[src/rtl/pipeline_hazard_ctrl_pkg.sv]
// Shared definitions for the pipeline hazard controller.
//   state_e   : controller state encoding (RUN / MEM_WAIT / ERR)
//   REG_ZERO  : hard-wired zero register, never a real hazard source
//   W_NONE    : MEM/WB writeback control value used for a bubble
//   ctrl_t    : bundle of the stage enable / flush / bubble controls
package pipeline_hazard_ctrl_pkg;

  typedef enum logic [1:0] {
    RUN      = 2'b00,
    MEM_WAIT = 2'b01,
    ERR      = 2'b10
  } state_e;

  localparam logic [4:0] REG_ZERO = 5'd0;
  localparam logic [1:0] W_NONE   = 2'b00;

  typedef struct packed {
    logic pc_write;
    logic if_id_write;
    logic if_id_flush;
    logic id_ex_write;
    logic id_ex_bubble;
    logic ex_mem_write;
    logic mem_wb_bubble;
  } ctrl_t;

  // Normal flow: every stage advances, nothing is squashed.
  localparam ctrl_t CTRL_RUN = '{pc_write: 1'b1, if_id_write: 1'b1, if_id_flush: 1'b0,
                                 id_ex_write: 1'b1, id_ex_bubble: 1'b0,
                                 ex_mem_write: 1'b1, mem_wb_bubble: 1'b0};

  // Whole pipe held; MEM/WB gets a bubble so the pending access never writes back.
  localparam ctrl_t CTRL_FREEZE = '{pc_write: 1'b0, if_id_write: 1'b0, if_id_flush: 1'b0,
                                    id_ex_write: 1'b0, id_ex_bubble: 1'b0,
                                    ex_mem_write: 1'b0, mem_wb_bubble: 1'b1};

  // Held in reset: nothing loads, everything reads as NOP.
  localparam ctrl_t CTRL_RESET = '{pc_write: 1'b0, if_id_write: 1'b0, if_id_flush: 1'b1,
                                   id_ex_write: 1'b0, id_ex_bubble: 1'b1,
                                   ex_mem_write: 1'b0, mem_wb_bubble: 1'b1};

  // W field the MEM/WB register should load given the bubble control.
  function automatic logic [1:0] mem_wb_w(input logic bubble, input logic [1:0] w_in);
    return bubble ? W_NONE : w_in;
  endfunction

endpackage

[src/rtl/pipeline_hazard_ctrl_if.sv]
// Hazard-controller signal bundle between the datapath and the controller.
//   master : datapath side, drives hazard/memory status, consumes controls
//   slave  : controller side
interface pipeline_hazard_ctrl_if #(
  parameter int CNT_W = 16
);
  logic             id_ex_memread;
  logic [4:0]       id_ex_rt;
  logic [4:0]       if_id_rs;
  logic [4:0]       if_id_rt;
  logic             if_id_uses_rt;
  logic             branch_taken;
  logic             dmem_req;
  logic             dmem_ready;
  logic             pc_write;
  logic             if_id_write;
  logic             if_id_flush;
  logic             id_ex_write;
  logic             id_ex_bubble;
  logic             ex_mem_write;
  logic             mem_wb_bubble;
  logic             mem_err;
  logic [CNT_W-1:0] stall_cnt;

  modport master (
    output id_ex_memread, id_ex_rt, if_id_rs, if_id_rt, if_id_uses_rt,
           branch_taken, dmem_req, dmem_ready,
    input  pc_write, if_id_write, if_id_flush, id_ex_write, id_ex_bubble,
           ex_mem_write, mem_wb_bubble, mem_err, stall_cnt
  );

  modport slave (
    input  id_ex_memread, id_ex_rt, if_id_rs, if_id_rt, if_id_uses_rt,
           branch_taken, dmem_req, dmem_ready,
    output pc_write, if_id_write, if_id_flush, id_ex_write, id_ex_bubble,
           ex_mem_write, mem_wb_bubble, mem_err, stall_cnt
  );
endinterface

[src/rtl/pipeline_hazard_ctrl_load_use_detect.sv]
// Load-use hazard detect: the load in EX writes a register that the
// instruction in ID reads. rt only counts when ID actually sources it.
//   id_ex_memread, id_ex_rt : load in EX and its destination
//   if_id_rs, if_id_rt      : ID source registers
//   if_id_uses_rt           : ID reads rt as a source
//   hazard                  : stall required this cycle
module load_use_detect
  import pipeline_hazard_ctrl_pkg::*;
(
  input  logic       id_ex_memread,
  input  logic [4:0] id_ex_rt,
  input  logic [4:0] if_id_rs,
  input  logic [4:0] if_id_rt,
  input  logic       if_id_uses_rt,
  output logic       hazard
);
  logic rs_match;
  logic rt_match;

  assign rs_match = (id_ex_rt == if_id_rs);
  assign rt_match = (id_ex_rt == if_id_rt) && if_id_uses_rt;
  assign hazard   = id_ex_memread && (id_ex_rt != REG_ZERO) && (rs_match || rt_match);
endmodule

[src/rtl/pipeline_hazard_ctrl.sv]
// Stall/flush sequencer for the 5-stage pipeline.
//   clk, rst : clock, synchronous active-high reset
//   hz       : hazard inputs in, stage controls / mem_err / stall_cnt out
//
// state    | meaning
// RUN      | normal flow; memory stall > branch flush > load-use stall
// MEM_WAIT | data access outstanding, whole pipe frozen until dmem_ready
// ERR      | memory timed out, pipe frozen until reset
module pipeline_hazard_ctrl
  import pipeline_hazard_ctrl_pkg::*;
#(
  parameter int MEM_TIMEOUT = 16,
  parameter int CNT_W       = 16
) (
  input logic                   clk,
  input logic                   rst,
  pipeline_hazard_ctrl_if.slave hz
);
  localparam int WAIT_W = $clog2(MEM_TIMEOUT + 2);
  localparam logic [WAIT_W-1:0] WAIT_LAST = WAIT_W'(MEM_TIMEOUT - 1);

  state_e            state_q, state_d;
  logic [WAIT_W-1:0] wait_q, wait_d;
  logic              mem_err_q, mem_err_d;
  logic [CNT_W-1:0]  stall_q;
  ctrl_t             ctrl;
  logic              hazard;

  load_use_detect u_load_use_detect (
    .id_ex_memread (hz.id_ex_memread),
    .id_ex_rt      (hz.id_ex_rt),
    .if_id_rs      (hz.if_id_rs),
    .if_id_rt      (hz.if_id_rt),
    .if_id_uses_rt (hz.if_id_uses_rt),
    .hazard        (hazard)
  );

  always_ff @(posedge clk) begin
    if (rst) begin
      state_q   <= RUN;
      wait_q    <= '0;
      mem_err_q <= 1'b0;
      stall_q   <= '0;
    end else begin
      state_q   <= state_d;
      wait_q    <= wait_d;
      mem_err_q <= mem_err_d;
      if (!ctrl.pc_write && (stall_q != {CNT_W{1'b1}}))
        stall_q <= stall_q + CNT_W'(1);
    end
  end

  always_comb begin
    state_d   = state_q;
    wait_d    = wait_q;
    mem_err_d = mem_err_q;
    ctrl      = CTRL_RUN;
    unique case (state_q)
      RUN: begin
        if (hz.dmem_req && !hz.dmem_ready) begin
          // The cycle the miss is seen already counts as the first wait cycle.
          ctrl    = CTRL_FREEZE;
          state_d = MEM_WAIT;
          wait_d  = WAIT_W'(1);
        end else if (hz.branch_taken) begin
          ctrl.if_id_flush  = 1'b1;
          ctrl.id_ex_bubble = 1'b1;
        end else if (hazard) begin
          ctrl.pc_write     = 1'b0;
          ctrl.if_id_write  = 1'b0;
          ctrl.id_ex_bubble = 1'b1;
        end
      end
      MEM_WAIT: begin
        if (!hz.dmem_ready) begin
          ctrl   = CTRL_FREEZE;
          wait_d = wait_q + WAIT_W'(1);
          if ((MEM_TIMEOUT != 0) && (wait_q == WAIT_LAST)) begin
            state_d   = ERR;
            mem_err_d = 1'b1;
          end
        end else begin
          // Release cycle: plain RUN controls; branch/load-use wait a cycle.
          state_d = RUN;
          wait_d  = '0;
        end
      end
      ERR: ctrl = CTRL_FREEZE;
      default: begin
        ctrl    = CTRL_FREEZE;
        state_d = RUN;
      end
    endcase
    if (rst) ctrl = CTRL_RESET;
  end

  assign hz.pc_write      = ctrl.pc_write;
  assign hz.if_id_write   = ctrl.if_id_write;
  assign hz.if_id_flush   = ctrl.if_id_flush;
  assign hz.id_ex_write   = ctrl.id_ex_write;
  assign hz.id_ex_bubble  = ctrl.id_ex_bubble;
  assign hz.ex_mem_write  = ctrl.ex_mem_write;
  assign hz.mem_wb_bubble = ctrl.mem_wb_bubble;
  assign hz.mem_err       = mem_err_q;
  assign hz.stall_cnt     = stall_q;
endmodule

[src/flat_wrapper.sv]
// flat-port wrapper written by rule: the top's interface ports become plain ports
module pipeline_hazard_ctrl_flat import pipeline_hazard_ctrl_pkg::*;
#(
  parameter int MEM_TIMEOUT = 16,
  parameter int CNT_W       = 16
)
  (clk, rst, hz_id_ex_memread, hz_id_ex_rt, hz_if_id_rs, hz_if_id_rt, hz_if_id_uses_rt, hz_branch_taken, hz_dmem_req, hz_dmem_ready, hz_pc_write, hz_if_id_write, hz_if_id_flush, hz_id_ex_write, hz_id_ex_bubble, hz_ex_mem_write, hz_mem_wb_bubble, hz_mem_err, hz_stall_cnt);
  pipeline_hazard_ctrl_if #(.CNT_W(CNT_W)) hz_i ();
  input logic clk;
  input logic rst;
  input wire logic [$bits(hz_i.id_ex_memread)-1:0] hz_id_ex_memread;
  input wire logic [$bits(hz_i.id_ex_rt)-1:0] hz_id_ex_rt;
  input wire logic [$bits(hz_i.if_id_rs)-1:0] hz_if_id_rs;
  input wire logic [$bits(hz_i.if_id_rt)-1:0] hz_if_id_rt;
  input wire logic [$bits(hz_i.if_id_uses_rt)-1:0] hz_if_id_uses_rt;
  input wire logic [$bits(hz_i.branch_taken)-1:0] hz_branch_taken;
  input wire logic [$bits(hz_i.dmem_req)-1:0] hz_dmem_req;
  input wire logic [$bits(hz_i.dmem_ready)-1:0] hz_dmem_ready;
  output wire logic [$bits(hz_i.pc_write)-1:0] hz_pc_write;
  output wire logic [$bits(hz_i.if_id_write)-1:0] hz_if_id_write;
  output wire logic [$bits(hz_i.if_id_flush)-1:0] hz_if_id_flush;
  output wire logic [$bits(hz_i.id_ex_write)-1:0] hz_id_ex_write;
  output wire logic [$bits(hz_i.id_ex_bubble)-1:0] hz_id_ex_bubble;
  output wire logic [$bits(hz_i.ex_mem_write)-1:0] hz_ex_mem_write;
  output wire logic [$bits(hz_i.mem_wb_bubble)-1:0] hz_mem_wb_bubble;
  output wire logic [$bits(hz_i.mem_err)-1:0] hz_mem_err;
  output wire logic [$bits(hz_i.stall_cnt)-1:0] hz_stall_cnt;
  assign hz_i.id_ex_memread = hz_id_ex_memread;
  assign hz_i.id_ex_rt = hz_id_ex_rt;
  assign hz_i.if_id_rs = hz_if_id_rs;
  assign hz_i.if_id_rt = hz_if_id_rt;
  assign hz_i.if_id_uses_rt = hz_if_id_uses_rt;
  assign hz_i.branch_taken = hz_branch_taken;
  assign hz_i.dmem_req = hz_dmem_req;
  assign hz_i.dmem_ready = hz_dmem_ready;
  assign hz_pc_write = hz_i.pc_write;
  assign hz_if_id_write = hz_i.if_id_write;
  assign hz_if_id_flush = hz_i.if_id_flush;
  assign hz_id_ex_write = hz_i.id_ex_write;
  assign hz_id_ex_bubble = hz_i.id_ex_bubble;
  assign hz_ex_mem_write = hz_i.ex_mem_write;
  assign hz_mem_wb_bubble = hz_i.mem_wb_bubble;
  assign hz_mem_err = hz_i.mem_err;
  assign hz_stall_cnt = hz_i.stall_cnt;
  pipeline_hazard_ctrl #(.MEM_TIMEOUT(MEM_TIMEOUT), .CNT_W(CNT_W)) u_core (.clk(clk), .rst(rst), .hz(hz_i));
endmodule
[config.mk]
export PLATFORM = sky130hd
export DESIGN_NAME = pipeline_hazard_ctrl_flat
export DESIGN_NICKNAME = d
export VERILOG_FILES = /design/src/rtl/pipeline_hazard_ctrl_pkg.sv /design/src/rtl/pipeline_hazard_ctrl_if.sv /design/src/rtl/pipeline_hazard_ctrl_load_use_detect.sv /design/src/rtl/pipeline_hazard_ctrl.sv /design/src/flat_wrapper.sv
export SDC_FILE = /design/constraint.sdc
export NUM_CORES = 1
export LEC_CHECK = 0
export BUFFER_PORTS_ARGS = -buffer_cell sky130_fd_sc_hd__buf_2
export CORE_ASPECT_RATIO = 1.2
export CORE_UTILIZATION = 50
export DETAILED_ROUTE_END_ITERATION = 10
export GPL_ROUTABILITY_DRIVEN = 0
export PLACE_DENSITY = 0.89
export SLEW_MARGIN = 25
export SYNTH_ARGS = -nofsm -noshare
export SYNTH_HDL_FRONTEND = slang
export SYNTH_SLANG_ARGS = --single-unit
[constraint.sdc]
create_clock -name clk -period 2.6 [get_ports clk]
set_input_delay 0.13 -clock clk [delete_from_list [all_inputs] [get_ports clk]]
set_output_delay 0.13 -clock clk [all_outputs]
set_load 0.005 [all_outputs]
==> metrics, run 1 <==
net switching power=0.000174 W; post-CTS setup buffer count=0; GRT Max-Usage Layer=met2; storage element area=480 sq um; ys flop type=dfxtp_1; commonest non-fill, non-tap cell in the layout=buf_2; First-pass DRT Iterations=4; setup violators final=0; Nets=238; vias in the first global route=1279; Die Span Y=60.4 um; TritonCTS clock tree=done; EDFF count, synth=0; pin count of the biggest net entering global routing=28; clock sink count=24; CP Capture Type=register; CTS Buf Count=3; Mapped Area=1420 sq um; buffer levels on the longest clock path=2; Max Clock Freq=0.459 GHz; Compound-Gate Fraction of Synth Area=17.6%; Comb power frac=15.2%; total power=0.000681 W; CP Data Required Time=2.81 ns; HP Class=input port to register; pre-CTS setup slack=0.270 ns; average cell area after synthesis=8.22 sq um; Post-CTS Resized=0; total grt overflow=0; routed length per instance=12.7 um; fillers=238; routing usage on met2=44.2%; Final Skew=0.0103 ns; CTS Hold Bufs=0; startpoint type of the worst setup path=register; M3 GR Usage=2.51%; Final Slew Violations=0; WP data arrival=2.38 ns; sequential share of power=56.6%; Layout area overhead=18.8%; Synth Register Bits=24; setup_tns=0 ns; sequential fraction of the synthesis area=33.8%; Int Pwr=0.000506 W; Net Count, Synth=198; WS Path Type=register to register; drc violations=0; first-pass GRT wire length=5250 um; Post-Synth XOR/XNOR Area=7.39%; Worst-path clk slew=0.12 ns; Root Buffer=clkbuf_4; Die Width=50.7 um; Async SR Flop Fraction=0%; port bufs=45; Final Critical Period=2.18 ns; Setup WS post-layout=0.423 ns; Pleak=0.703 nW; pwr dens=403 nW/um^2; max capacitance violation total=0; Slew @ Worst Pin=0.464 ns; initial antenna violation count=0; All-Layer GR Usage=22.5%; initial core utilization=54.6%; status=finished, final reports clean; vias post-DR=1422; Clk network pwr share=28.2%; normalized max-slew margin=69.1%; largest family of logic cells by synthesized area=simple AND/OR/NAND/NOR gates; post-synthesis mux area share=4.58%; row count=20; YS warnings=0; Detail Route Antenna Nets=0; I/O Pins=46; post-layout util=64.9%; crit path max fanout=20; DRT iter0 DRCs=28; simple-gate share of the synthesized area=28.7%; Core Area=2600 sq um; Final period util=83.7%; Post-Syn Instances=173; Skew-Pair Late Insertion Delay=0.31 ns; layout cell share with drive strength beyond 1=26.4%; die area=3060 sq um; Vias/cell=5.80; Max H-tree Level=1; Unique masters post-synth=40; Peak VDD IR=0.255 mV; switching share of power=25.6%; most frequent cells in the layout=buf_2, dfxtp_1, nor2_1; Multi-input gate area=866 sq um; final HPWL from detailed placement=2410 um; Ant. Diodes=0; grt met1 use=24.9%; final wirelength=3110 um; RSZ-0062 raised after global routing=false; Final Hold Fails=0; Adder-Cell Fraction of Synth Area=2.64%
Yosys cell counts, drive strengths merged, types with 2 or more instances:
cell / n / area [sq um]
nand4: 4 / 25.0
mux2: 4 / 45.0
dfxtp: 24 / 480
buf: 4 / 30.0
nor2b: 5 / 31.3
mux2i: 2 / 20.0
clkbuf: 7 / 26.3
or4: 9 / 67.6
or3: 2 / 12.5
a21o: 2 / 15.0
nor4: 3 / 25.0
o21ai: 4 / 20.0
ha: 3 / 37.5
nand2: 6 / 22.5
a21oi: 15 / 75.1
inv: 5 / 18.8
nor3: 5 / 25.0
o31ai: 10 / 88.8
and4: 2 / 17.5
nand3: 12 / 60.1
xor2: 11 / 96.3
nand2b: 2 / 12.5
nor2: 20 / 75.1
and3: 3 / 18.8
state kept, by name, indices dropped and copies added, names as in the netlist:
signal and cells:
u_core.state_q 2, u_core.hz.mem_err 1, u_core.wait_q 5, u_core.hz.stall_cnt 16
critical path: stages, from the launching register on:
cell     delay (ns)
dfxtp_1        0.46
and4_1         0.27
and3_1         0.24
nand4_1        0.23
nor3_1         0.34
buf_12         0.19
nor3_1         0.06
mux2_2         0.28
final timing paths:
path	startpoint	cells past startpoint	end	slack, ns
setup / recovery	u_core.hz.stall_cnt[4]$_SDFFE_PP0P_	7	u_core.hz.stall_cnt[7]$_SDFFE_PP0P_	0.42
hold / removal	hz_dmem_ready	3	u_core.state_q[0]$_SDFFE_PP0P_	0.19
setup reg to reg	u_core.hz.stall_cnt[4]$_SDFFE_PP0P_	7	u_core.hz.stall_cnt[7]$_SDFFE_PP0P_	0.42
hold reg to reg	u_core.hz.mem_err$_SDFFE_PP0P_	2	u_core.hz.mem_err$_SDFFE_PP0P_	0.45
metal layers:
layer / part of all wire, % / vias up
li1: - / 712
met1: 43 / 657
met2: 51 / 47
met3: 4.9 / 6
met4: 1.5 / 0
met5: 0 / -
power groups by stage:
stage	Clock, W	Combinational (W)	Sequential, W
global route	0.000218	0.000116	0.000387
CTS	0.000200	0.000104	0.000385
floorplan	0	0.0000686	0.000390
global placement	0	0.000102	0.000393
detailed placement	0	0.000104	0.000393
finish	0.000192	0.000103	0.000385
area by class of cell:
cell class                      count  area share (%)
Tap cell                           33            2.45
Inverter                            5            1.11
Clock buffer                        4            2.15
Multi-Input combinational cell    133            51.3
Sequential cell                    24            28.5
Timing Repair Buffer               46            14.5
cells by family (layout without fill, tap and decap cells):
family | Yosys count | in the layout
flops | 24 | 24
buf+inv | 16 | 55
compound gates | 37 | 37
simple gates | 75 | 75
fa+ha+maj | 3 | 3
mux | 6 | 6
xor+xnor | 12 | 12
through the flow:
| stage | instance area, sq um | hold WS (ns) | instances |
|---|---|---|---|
| finish | 1690 | 0.193 | 245 |
| global route | 1690 | 0.183 | 245 |
| CTS | 1690 | 0.186 | 245 |
| detailed placement | 1650 | 0.433 | 241 |
| global placement | 1650 | 0.434 | 241 |
| floorplan | 1420 | 0.330 | 173 |
Note: power is estimated with default switching activity, not from simulation.
==> run 2: changes to the inputs <==
==> constraint.sdc (replaced) <==
create_clock -name clk -period 2.05 [get_ports clk]
set_input_delay 0.1025 -clock clk [delete_from_list [all_inputs] [get_ports clk]]
set_output_delay 0.1025 -clock clk [all_outputs]
set_load 0.005 [all_outputs]
==> run 2 against run 1 <==
  * Final cell count is 6.1% higher
  * Global-route usage up 0.38 points
  * Clock power increased by 30%
  * Clock skew decreased by 0.0071 ns
  * Sequential cell count unchanged
  * Clock-buffer cell count is the same
  * Worst hold slack worse by 0.062 ns
  * Non-clock buffer count up 15
  * Core utilization grew 4.2 points
  * Critical path type unchanged
  * Critical endpoint is now u_core.hz.stall_cnt[2]$_SDFFE_PP0P_
==> metrics, run 2 (synthesis gave the netlist of run 1 again) <==
first-pass GRT wire length=5260 um (+0.27%); I/O Pins=46 (unchanged); CP Data Required Time=2.27 ns (-0.54 ns); final HPWL from detailed placement=2550 um (+5.9%); setup_tns=0 ns (unchanged); commonest non-fill, non-tap cell in the layout=buf_2; routed length per instance=12.8 um (+0.62%); Max Clock Freq=0.511 GHz (+11%); vias post-DR=1506 (+5.9%); Ant. Diodes=0 (unchanged); Slowest Stage Delay on Critical Path=0.40 ns (-0.06 ns); Area after DPL=1750 sq um (+6.1%); fillers=222 (-6.7%); initial core utilization=54.6% (unchanged); clock sink count=24 (unchanged); Skew-Pair Late Insertion Delay=0.32 ns (about the same); Vias/cell=5.79 (-0.20%); switching share of power=26.2% (+0.56 points); Final Slew Violations=0 (unchanged); Int Pwr=0.000656 W (+30%); Final Hold Fails=0 (unchanged); total grt overflow=0 (unchanged); pin count of the biggest net entering global routing=27 (-3.6%); sequential share of power=54.9% (-1.7 points); Worst-path clk slew=0.13 ns (about the same); CP Capture Type=register; Final Skew=0.00323 ns (-0.00706 ns); Slowest-stage cell, CP=or3_1; Setup WS post-layout=0.0949 ns (-0.328 ns); Final Instance Area=1800 sq um (+6.4%); die area=3060 sq um (unchanged); pre-CTS setup slack=-0.0844 ns (-0.355 ns); First-pass DRT Iterations=4 (unchanged); CP Buf/Inv Count=0 (-1); Final period util=95.4% (+12 points); CTS Buf Count=3 (unchanged); Pleak=0.775 nW (+10%); RSZ-0062 raised after global routing=false; DRT iter0 DRCs=36 (+29%); final wirelength=3320 um (+6.8%); most frequent cells in the layout=buf_2, dfxtp_1, nor2_1; status=finished, final reports clean; Layout area overhead=26.4%; Core Area=2600 sq um (unchanged); Root Buffer=clkbuf_4; Comb power frac=17.0% (+1.8 points); buffer levels on the longest clock path=2 (unchanged); WS Path Type=register to register; vias in the first global route=1326 (+3.7%); crit path max fanout=4 (-80%); HP Class=input port to register; row count=20 (unchanged); net switching power=0.000233 W (+33%); max reg flops=16 (unchanged); Max H-tree Level=1 (unchanged); cell breakdown of the critical path=and4_1, and3_1, nand4_1, or3_1, nand3_1, mux2_2; Peak VDD IR=0.372 mV (+46%); max capacitance violation total=0 (unchanged); Nets=253 (+6.3%); drc violations=0 (unchanged); Die Width=50.7 um (unchanged); pwr dens=495 nW/um^2 (+23%); port bufs=45 (unchanged); Detail Route Antenna Nets=0 (unchanged); setup violators final=0 (unchanged); Die Span Y=60.4 um (unchanged); Slew @ Worst Pin=0.393 ns (-0.0702 ns); layout cell share with drive strength beyond 1=32.6% (+6.2 points); Final Critical Period=1.96 ns (-0.222 ns); Clk network pwr share=28.1% (about the same); final hold slack=0.131 ns (-0.0624 ns); post-layout util=69.0% (+4.2 points); TritonCTS clock tree=done; startpoint type of the worst setup path=register; normalized max-slew margin=73.6% (+4.5 points); WP data arrival=2.18 ns (-0.20 ns); All-Layer GR Usage=22.8% (+0.38 points); Crit path max-delay family=simple AND/OR/NAND/NOR gates; initial antenna violation count=0 (unchanged)
-- run 2: cell count changes in the layout (fill, tap and decap cells not counted), sizes merged --
cell	previous run	this run
buf	46	61
-- run 2: stage by stage --
stage               cells  total power, W
floorplan             173        0.000582
global placement      256        0.000642
detailed placement    256        0.000648
CTS                   260        0.000893
global route          260        0.000937
finish                260        0.000889
-- run 2: worst paths after layout --
| path | startpoint | endpoint | slack (ns) | cells after the start |
|---|---|---|---|---|
| max | u_core.hz.stall_cnt[7]$_SDFFE_PP0P_ | u_core.hz.stall_cnt[2]$_SDFFE_PP0P_ | 0.09 | 6 |
| max reg2reg | u_core.hz.stall_cnt[7]$_SDFFE_PP0P_ | u_core.hz.stall_cnt[2]$_SDFFE_PP0P_ | 0.09 | 6 |
| min reg2reg | u_core.hz.mem_err$_SDFFE_PP0P_ | u_core.hz.mem_err$_SDFFE_PP0P_ | 0.46 | 2 |
| min | hz_dmem_ready | u_core.state_q[0]$_SDFFE_PP0P_ | 0.13 | 3 |
-- run 2: power by group through the flow --
stage / clock network [W] / registers, W / logic (W)
2_1_floorplan: 0 / 0.000495 / 0.0000873
3_3_place_gp: 0 / 0.000497 / 0.000145
3_5_place_dp: 0 / 0.000498 / 0.000150
4_1_cts: 0.000253 / 0.000487 / 0.000152
5_1_grt: 0.000280 / 0.000490 / 0.000168
6_report: 0.000250 / 0.000488 / 0.000151
-- run 2: repair_timing --
item / CTS / global route
endpoints found under the hold margin: 0 / 0
setup buffers: 0 / 0
hold buffers: 0 / 0
gates resized for setup: 0 / 3
setup endpoints to repair: 0 / 5
-- run 2: worst min-delay path, cell delays in order --
cell and delay, ns:
buf_2 0.13, nor3_1 0.06, and2_1 0.13
-- run 2: per-layer routing --
metal	track usage, %	up-vias	routed length, um
li1	-	747	-
met1	24.9	685	1360
met2	43.8	67	1710
met3	2.01	7	186
met4	12.3	0	60
met5	0	-	0
-- run 2: final cells by class --
class	instances	area (sq um)	share of cell area (%)
Clock buffer	4	36.3	2.02
Inverter	5	18.8	1.04
Multi-Input combinational cell	133	872	48.5
Sequential cell	24	483	26.9
Tap cell	33	41.3	2.30
Timing Repair Buffer	61	345	19.2
